==> config.mk <==
export PLATFORM = sky130hd
export DESIGN_NAME = vga_rx_monitor
export DESIGN_NICKNAME = d
export VERILOG_FILES = /design/src/rtl/vga_rx_monitor_pkg.sv /design/src/rtl/vga_rx_strobe.sv /design/src/rtl/vga_rx_monitor.sv
export SDC_FILE = /design/constraint.sdc
export NUM_CORES = 1
export LEC_CHECK = 0
export BUFFER_PORTS_ARGS = -buffer_cell sky130_fd_sc_hd__clkbuf_2
export CORE_AREA = 3 3 121 123
export CTS_CLUSTER_SIZE = 24
export DETAILED_ROUTE_END_ITERATION = 6
export DIE_AREA = 0 0 124 126
export HOLD_SLACK_MARGIN = 0.03
export MAX_ROUTING_LAYER = met4
export PLACE_DENSITY = 0.91
export SLEW_MARGIN = 10
export SYNTH_ARGS = -nofsm -noshare
export SYNTH_HDL_FRONTEND = slang
export SYNTH_SLANG_ARGS = --single-unit
==> constraint.sdc <==
create_clock -name clk -period 6.1 [get_ports clk]
set_clock_uncertainty 0.1 [all_clocks]
set_input_delay 0.915 -clock clk [delete_from_list [all_inputs] [get_ports clk]]
set_output_delay 0.915 -clock clk [all_outputs]
set_load 0.01 [all_outputs]
==> src/rtl/vga_rx_monitor_pkg.sv <==
// Shared timing constants, FSM encoding and small helpers for the VGA receive monitor.
package vga_rx_monitor_pkg;

    localparam int H_ACTIVE_DEF = 640;
    localparam int V_ACTIVE_DEF = 480;
    localparam int H_TOTAL      = 800;
    localparam int V_TOTAL      = 525;

    typedef enum logic [1:0] {
        ST_SEARCH = 2'd0,
        ST_ALIGN  = 2'd1,
        ST_LOCKED = 2'd2
    } rx_state_e;

    // Saturating increment for the 8-bit error counter.
    function automatic logic [7:0] sat_inc8(input logic [7:0] v);
        return (v == 8'hFF) ? v : (v + 8'd1);
    endfunction

endpackage

==> src/rtl/vga_rx_strobe.sv <==
// Input register stage for the VGA receiver: samples the pixel bus once in clk,
// finds the vga_clk rising edge and flags sync/blank transitions on that strobe.
module vga_rx_strobe #(
    parameter bit SYNC_LOW = 1'b1
) (
    input  logic        clk,
    input  logic        reset,
    input  logic        vga_clk,
    input  logic        vga_hs,
    input  logic        vga_vs,
    input  logic        vga_blank_n,
    input  logic [7:0]  vga_r,
    input  logic [7:0]  vga_g,
    input  logic [7:0]  vga_b,
    output logic        strobe,
    output logic        blank_n,
    output logic        blank_fall,
    output logic        hs_assert,
    output logic        vs_assert,
    output logic [23:0] rgb
);

    logic        clk_q_r;
    logic        clk_qq_r;
    logic        hs_q_r;
    logic        vs_q_r;
    logic        blank_q_r;
    logic [23:0] rgb_q_r;
    logic        hs_prev_r;
    logic        vs_prev_r;
    logic        blank_prev_r;
    logic        hs_act_s;
    logic        vs_act_s;

    // Register every input once; vga_clk gets a second stage for edge detection.
    always_ff @(posedge clk or negedge reset) begin
        if (!reset) begin
            clk_q_r   <= 1'b0;
            clk_qq_r  <= 1'b0;
            hs_q_r    <= 1'b0;
            vs_q_r    <= 1'b0;
            blank_q_r <= 1'b0;
            rgb_q_r   <= 24'h000000;
        end else begin
            clk_q_r   <= vga_clk;
            clk_qq_r  <= clk_q_r;
            hs_q_r    <= vga_hs;
            vs_q_r    <= vga_vs;
            blank_q_r <= vga_blank_n;
            rgb_q_r   <= {vga_r, vga_g, vga_b};
        end
    end

    assign strobe   = clk_q_r & ~clk_qq_r;
    assign hs_act_s = hs_q_r ^ SYNC_LOW;
    assign vs_act_s = vs_q_r ^ SYNC_LOW;

    // Remember sync/blank levels from the previous pixel so transitions are seen per pixel.
    always_ff @(posedge clk or negedge reset) begin
        if (!reset) begin
            hs_prev_r    <= 1'b0;
            vs_prev_r    <= 1'b0;
            blank_prev_r <= 1'b0;
        end else if (strobe) begin
            hs_prev_r    <= hs_act_s;
            vs_prev_r    <= vs_act_s;
            blank_prev_r <= blank_q_r;
        end else begin
            hs_prev_r    <= hs_prev_r;
            vs_prev_r    <= vs_prev_r;
            blank_prev_r <= blank_prev_r;
        end
    end

    assign blank_n    = blank_q_r;
    assign rgb        = rgb_q_r;
    assign blank_fall = strobe & blank_prev_r & ~blank_q_r;
    assign hs_assert  = strobe & hs_act_s & ~hs_prev_r;
    assign vs_assert  = strobe & vs_act_s & ~vs_prev_r;

endmodule

==> src/rtl/vga_rx_monitor.sv <==
// VGA receive monitor: decodes the pixel stream back to coordinates, checks
// line/frame geometry, tracks lock, captures one probe pixel per frame.
module vga_rx_monitor
    import vga_rx_monitor_pkg::*;
#(
    parameter int H_ACTIVE = H_ACTIVE_DEF,
    parameter int V_ACTIVE = V_ACTIVE_DEF,
    parameter bit SYNC_LOW = 1'b1,
    parameter int CNT_W    = 16
) (
    input  logic             clk,
    input  logic             reset,
    input  logic             vga_clk,
    input  logic             vga_hs,
    input  logic             vga_vs,
    input  logic             vga_blank_n,
    input  logic [7:0]       vga_r,
    input  logic [7:0]       vga_g,
    input  logic [7:0]       vga_b,
    input  logic [9:0]       probe_x,
    input  logic [9:0]       probe_y,
    output logic             pix_valid,
    output logic [9:0]       pix_x,
    output logic [9:0]       pix_y,
    output logic [23:0]      pix_rgb,
    output logic             frame_start,
    output logic             locked,
    output logic [23:0]      probe_rgb,
    output logic             probe_done,
    output logic [CNT_W-1:0] frame_count,
    output logic [7:0]       err_count
);

    localparam logic [9:0] H_END = 10'(H_ACTIVE);
    localparam logic [9:0] V_END = 10'(V_ACTIVE);

    logic        strobe_s;
    logic        blank_n_s;
    logic        blank_fall_s;
    logic        hs_assert_s;
    logic        vs_assert_s;
    logic [23:0] rgb_s;

    rx_state_e   state_r;
    rx_state_e   state_nxt_s;
    logic        armed_r;
    logic        armed_nxt_s;
    logic        err_inc_s;
    logic        frame_inc_s;
    logic        frame_clr_s;
    logic        frame_start_s;

    logic [9:0]  x_cnt_r;
    logic [9:0]  y_cnt_r;
    logic        frame_err_r;
    logic [9:0]  probe_x_r;
    logic [9:0]  probe_y_r;
    logic        probe_hit_r;

    logic        x_over_s;
    logic        line_err_s;
    logic [9:0]  y_inc_s;
    logic [9:0]  y_eff_s;
    logic        frame_bad_s;
    logic        pix_nxt_s;
    logic        probe_fire_s;

    vga_rx_strobe #(
        .SYNC_LOW (SYNC_LOW)
    ) u_strobe (
        .clk         (clk),
        .reset       (reset),
        .vga_clk     (vga_clk),
        .vga_hs      (vga_hs),
        .vga_vs      (vga_vs),
        .vga_blank_n (vga_blank_n),
        .vga_r       (vga_r),
        .vga_g       (vga_g),
        .vga_b       (vga_b),
        .strobe      (strobe_s),
        .blank_n     (blank_n_s),
        .blank_fall  (blank_fall_s),
        .hs_assert   (hs_assert_s),
        .vs_assert   (vs_assert_s),
        .rgb         (rgb_s)
    );

    // Geometry checks. A line that ends at VS is judged first, so the frame check
    // sees the row count including that line. HS inside active video is a bad line.
    assign x_over_s    = strobe_s & blank_n_s & (x_cnt_r == H_END);
    assign line_err_s  = (blank_fall_s & (x_cnt_r != H_END)) | x_over_s | (hs_assert_s & blank_n_s);
    assign y_inc_s     = (y_cnt_r == 10'h3FF) ? y_cnt_r : (y_cnt_r + 10'd1);
    assign y_eff_s     = blank_fall_s ? y_inc_s : y_cnt_r;
    assign frame_bad_s = (y_eff_s != V_END) | frame_err_r | line_err_s;

    // Next-state logic. ALIGN entered mid-frame is unarmed: the first VS only
    // marks a frame boundary, the following VS judges a complete frame.
    always_comb begin
        state_nxt_s = state_r;
        armed_nxt_s = armed_r;
        err_inc_s   = 1'b0;
        frame_inc_s = 1'b0;
        frame_clr_s = 1'b0;
        case (state_r)
            ST_SEARCH: begin
                if (vs_assert_s) begin
                    state_nxt_s = ST_ALIGN;
                    armed_nxt_s = 1'b1;
                end else begin
                    state_nxt_s = ST_SEARCH;
                end
            end
            ST_ALIGN: begin
                if (vs_assert_s) begin
                    if (!armed_r) begin
                        armed_nxt_s = 1'b1;
                    end else if (frame_bad_s) begin
                        err_inc_s = 1'b1;
                    end else begin
                        state_nxt_s = ST_LOCKED;
                        frame_clr_s = 1'b1;
                    end
                end else begin
                    state_nxt_s = ST_ALIGN;
                end
            end
            ST_LOCKED: begin
                if (vs_assert_s) begin
                    if (frame_bad_s) begin
                        err_inc_s   = 1'b1;
                        state_nxt_s = ST_ALIGN;
                        armed_nxt_s = 1'b1;
                    end else begin
                        frame_inc_s = 1'b1;
                    end
                end else if (line_err_s) begin
                    err_inc_s   = 1'b1;
                    state_nxt_s = ST_ALIGN;
                    armed_nxt_s = 1'b0;
                end else begin
                    state_nxt_s = ST_LOCKED;
                end
            end
            default: begin
                state_nxt_s = ST_SEARCH;
                armed_nxt_s = 1'b0;
            end
        endcase
        frame_start_s = vs_assert_s & (state_nxt_s == ST_LOCKED);
    end

    assign pix_nxt_s    = strobe_s & blank_n_s & (x_cnt_r < H_END) & (y_cnt_r < V_END)
                          & (state_r == ST_LOCKED) & (state_nxt_s == ST_LOCKED);
    assign probe_fire_s = pix_nxt_s & ~probe_hit_r & (x_cnt_r == probe_x_r) & (y_cnt_r == probe_y_r);

    // FSM state register.
    always_ff @(posedge clk or negedge reset) begin
        if (!reset) begin
            state_r <= ST_SEARCH;
            armed_r <= 1'b0;
            locked  <= 1'b0;
        end else begin
            state_r <= state_nxt_s;
            armed_r <= armed_nxt_s;
            locked  <= (state_nxt_s == ST_LOCKED);
        end
    end

    // Column/row counters; column holds at H_ACTIVE on an over-long line.
    always_ff @(posedge clk or negedge reset) begin
        if (!reset) begin
            x_cnt_r     <= 10'd0;
            y_cnt_r     <= 10'd0;
            frame_err_r <= 1'b0;
        end else if (strobe_s) begin
            if (blank_fall_s) begin
                x_cnt_r <= 10'd0;
            end else if (blank_n_s && (x_cnt_r != H_END)) begin
                x_cnt_r <= x_cnt_r + 10'd1;
            end else begin
                x_cnt_r <= x_cnt_r;
            end
            if (vs_assert_s) begin
                y_cnt_r <= 10'd0;
            end else if (blank_fall_s) begin
                y_cnt_r <= y_inc_s;
            end else begin
                y_cnt_r <= y_cnt_r;
            end
            if (vs_assert_s) begin
                frame_err_r <= 1'b0;
            end else if (line_err_s) begin
                frame_err_r <= 1'b1;
            end else begin
                frame_err_r <= frame_err_r;
            end
        end else begin
            x_cnt_r     <= x_cnt_r;
            y_cnt_r     <= y_cnt_r;
            frame_err_r <= frame_err_r;
        end
    end

    // Decoded pixel outputs; coordinates and colour hold between valid pulses.
    always_ff @(posedge clk or negedge reset) begin
        if (!reset) begin
            pix_valid <= 1'b0;
            pix_x     <= 10'd0;
            pix_y     <= 10'd0;
            pix_rgb   <= 24'h000000;
        end else if (pix_nxt_s) begin
            pix_valid <= 1'b1;
            pix_x     <= x_cnt_r;
            pix_y     <= y_cnt_r;
            pix_rgb   <= rgb_s;
        end else begin
            pix_valid <= 1'b0;
        end
    end

    // Probe: coordinates latched per locked frame, first matching pixel captured once.
    always_ff @(posedge clk or negedge reset) begin
        if (!reset) begin
            probe_x_r   <= 10'd0;
            probe_y_r   <= 10'd0;
            probe_hit_r <= 1'b0;
            probe_rgb   <= 24'h000000;
            probe_done  <= 1'b0;
        end else begin
            probe_done <= probe_fire_s;
            if (frame_start_s) begin
                probe_x_r   <= probe_x;
                probe_y_r   <= probe_y;
                probe_hit_r <= 1'b0;
            end else if (probe_fire_s) begin
                probe_hit_r <= 1'b1;
                probe_rgb   <= rgb_s;
            end else begin
                probe_hit_r <= probe_hit_r;
            end
        end
    end

    // Status: frame-start pulse, good-frame counter (restarts at lock), saturating errors.
    always_ff @(posedge clk or negedge reset) begin
        if (!reset) begin
            frame_start <= 1'b0;
            frame_count <= '0;
            err_count   <= 8'd0;
        end else begin
            frame_start <= frame_start_s;
            if (frame_clr_s) begin
                frame_count <= '0;
            end else if (frame_inc_s) begin
                frame_count <= frame_count + CNT_W'(1);
            end else begin
                frame_count <= frame_count;
            end
            if (err_inc_s) begin
                err_count <= sat_inc8(err_count);
            end else begin
                err_count <= err_count;
            end
        end
    end

endmodule
==> flow_metrics.env <==
export IMPL_grt_max_degree=117
export IMPL_nFillCells=1034
export IMPL_synth_edf_count=0
export IMPL_grt_overflow=0
export IMPL_path_clk_slew_ns=0.07
export IMPL_cp_cell_sequence="ha_1 > and3_1 > a31oi_1 > mux2i_1 > and3_1 > and4_1 > a2bb2oi_2 > mux2_2"
export IMPL_synth_top_area_cell="dfrtp_1"
export IMPL_ys_async_sr_fraction_pct=100
export IMPL_viasPerCell=5.56
export IMPL_min_period_over_period_pct=63.4
export IMPL_path_delay_family="compound AO/OA/AOI/OAI gates"
export IMPL_grt_pass1_vias=5329
export IMPL_die_area_um2=15600
export IMPL_fin_tns_setup_ns=0
export IMPL_core_area_um2=13800
export IMPL_row_count=43
export IMPL_synth_yosys_seq_area_share_pct=57.6
export IMPL_cp_end_kind="flip-flop"
export IMPL_layout_commonest_cell="dfrtp_1"
export IMPL_setup_ws_ns=2.23
export IMPL_synth_cell_types=60
export IMPL_worstSetupStartpointType="flip-flop"
export IMPL_drc_errors=0
export IMPL_slew_viol_final=0
export IMPL_die_h_um=126
export IMPL_ys_warn_count=0
export IMPL_cellLeakagePower_uw=0.00451
export IMPL_ctsResizeCount=0
export IMPL_hold_viol=0
export IMPL_tightest_slew_ns=1.18
export IMPL_wirelength_um=16000
export IMPL_synth_top_family_by_area="multiplexers"
export IMPL_critical_path_buf_inv_count=0
export IMPL_yosys_register_bits=173
export IMPL_dp_hpwl_um=11100
export IMPL_setup_viol=0
export IMPL_netlist_instances=603
export IMPL_cts_root_buf="clkbuf_16"
export IMPL_cts_tree="done"
export IMPL_fmax_ghz=0.258
export IMPL_layout_min_cycle_time_ns=3.87
export IMPL_port_buffers=145
export IMPL_crit_path_max_fanout=21
export IMPL_holdWs_ns=0.364
export IMPL_antenna_found_initial=0
export IMPL_area_growth_pct=18.3
export IMPL_maxCapViolations=0
export IMPL_n_antenna_cell=0
export IMPL_yosys_area_share_simple_pct=11.8
export IMPL_final_antenna_net_count=0
export IMPL_cp_arrival_ns=4.08
export IMPL_status="finished clean"
export IMPL_die_w_um=124
export IMPL_maxSlewHeadroom_pct=21.3
export IMPL_start_util_pct=54.6
export IMPL_syn_nets=662
export IMPL_cp_slowest_stage_delay_ns=0.90
export IMPL_dpl_worst_slack_ns=2.31
export IMPL_cp_slowest_cell="a2bb2oi_2"
export IMPL_critPathRequiredTime_ns=6.31
export IMPL_cts_path_max_buffers=2
export IMPL_ctsHoldBuffers=0
export IMPL_final_util_pct=64.6
export IMPL_rsz0062_at_grt="false"
export IMPL_ir_drop_mv=0.196
export IMPL_power_density_nw_per_um2=283
export IMPL_grtUsageTotal_pct=22.2
export IMPL_place_gp_congestion=0.892
export IMPL_cts_max_level=4
export IMPL_post_cts_setup_buffer_count=0
export IMPL_hold_class="flip-flop to flip-flop"
export IMPL_synthMuxAreaShare_pct=13.6
export IMPL_synthTopCellsByArea="dfrtp_1 58%, mux2_1 8.1%, mux2_2 5.2%"
export IMPL_crit_type="flip-flop to flip-flop"
export IMPL_drt_pass1_iterations=4
export IMPL_drive_above_1_share_pct=31.0
export IMPL_synth_area_per_cell_um2=12.5
export IMPL_synth_adder_area_share_pct=1.50
export IMPL_ys_flop_type="dfrtp_1"
export IMPL_timing_critical_path_mode_cell="and3_1"
export IMPL_grt_pass1_wl_um=26400
export IMPL_synth_compound_area_share_pct=8.29
export IMPL_num_vias=5185
export IMPL_yosysTopAreaCellShare_pct=57.6
export IMPL_cts_sinks=173
export IMPL_num_nets_final=798
export IMPL_synth_xor_area_share_pct=4.08
export IMPL_final_cell_mix="173 x dfrtp_1, 144 x clkbuf_2, 54 x mux2_1, 39 x nor2_1, 35 x mux2_2"
export IMPL_post_drt_wl_per_cell_um=17.2
export IMPL_cts_made_buffers=17
export IMPL_io_pins=146
export IMPL_clock_latency_ns=0.43
export IMPL_netlist_area_um2=7520
export IMPL_drt_iter0_drc=445
through the flow:
stage	cell area, µm²	total power (µW)	std cells
floorplan	7520	1390	603
global placement	8310	1460	900
detailed placement	8310	1470	900
CTS	8900	2540	932
global route	8900	2630	932
finish	8900	2520	932
cell families (layout without fill, tap and decap cells):
| family | after synthesis | after routing |
|---|---|---|
| multiplexers | 91 | 91 |
| AND/OR/NAND/NOR | 164 | 164 |
| adder cells (fa/ha/maj) | 9 | 9 |
| flip-flops | 173 | 173 |
| AO/OA/AOI/OAI | 89 | 89 |
| XOR/XNOR | 35 | 35 |
| buffers and inverters | 42 | 191 |
layer usage:
metal / wire [µm] / vias up / global-route usage [%] / part of all wire, %
met5: 0 / - / - / 0
met4: 303 / 0 / 7.80 / 1.9
met3: 890 / 27 / 4.76 / 5.6
met2: 7970 / 175 / 35.3 / 50
met1: 6840 / 2566 / 28.2 / 43
li1: - / 2417 / - / -
where the power goes:
| group | switching [µW] | internal, µW | total [µW] | leakage, µW |
|---|---|---|---|---|
| Combinational | 127 | 91.8 | 219 | 0.00189 |
| Sequential | 47.8 | 1180 | 1230 | 0.00234 |
| Clock | 458 | 611 | 1070 | 0.000280 |
cell usage after synthesis (2+ instances only):
cell type / instances
nand2b_1: 7
buf_4: 5
xor2_1: 10
dfrtp_1: 173
nand3_1: 17
o21ai_1: 4
nor3_1: 7
a21o_1: 3
clkbuf_1: 10
a31oi_1: 5
nand4_1: 15
mux2i_1: 2
and2_1: 8
nand4bb_1: 2
mux2_1: 54
nor4_1: 7
a21oi_1: 20
o31ai_1: 4
xnor2_1: 25
buf_2: 7
mux2_2: 35
nand2_1: 28
or3_1: 7
and4_1: 4
a211oi_1: 2
inv_1: 9
o21ai_0: 26
ha_1: 9
nor2_1: 39
and3_1: 15
o31ai_2: 7
buf_1: 2
a41oi_1: 2
buf_6: 7
final cells by class:
cell class / instances / area [µm²] / area share (%)
clock inverters: 14 / 156 / 1.76
multi-input cells: 388 / 2960 / 33.2
flip-flops and latches: 173 / 4330 / 48.7
well taps: 180 / 225 / 2.53
clock buffers: 18 / 429 / 4.82
inverters: 10 / 37.5 / 0.422
repair buffers: 149 / 762 / 8.56
final timing paths:
check	startpoint	end	slack [ns]	cells past startpoint
min in group asynchronous	reset	probe_y_r[5]	0.50	1
setup / recovery	y_cnt_r[0]	probe_x_r[2]	2.23	8
hold reg to reg	u_strobe.hs_q_r	u_strobe.hs_prev_r	0.36	1
setup reg to reg	y_cnt_r[0]	probe_x_r[2]	2.23	8
max in group asynchronous	reset	u_strobe.rgb[18]	4.02	2
hold / removal	u_strobe.hs_q_r	u_strobe.hs_prev_r	0.36	1
state kept, by name (all words and copies together), names as in the netlist, 2 cells and up:
name and cells:
pix_x 10, probe_y_r 10, probe_x_r 10, u_strobe.rgb 24, pix_y 10, probe_rgb 24
x_cnt_r 10, frame_count 16, state_r 2, y_cnt_r 10, err_count 8, pix_rgb 24
Note: power is estimated with default switching activity, not from simulation.
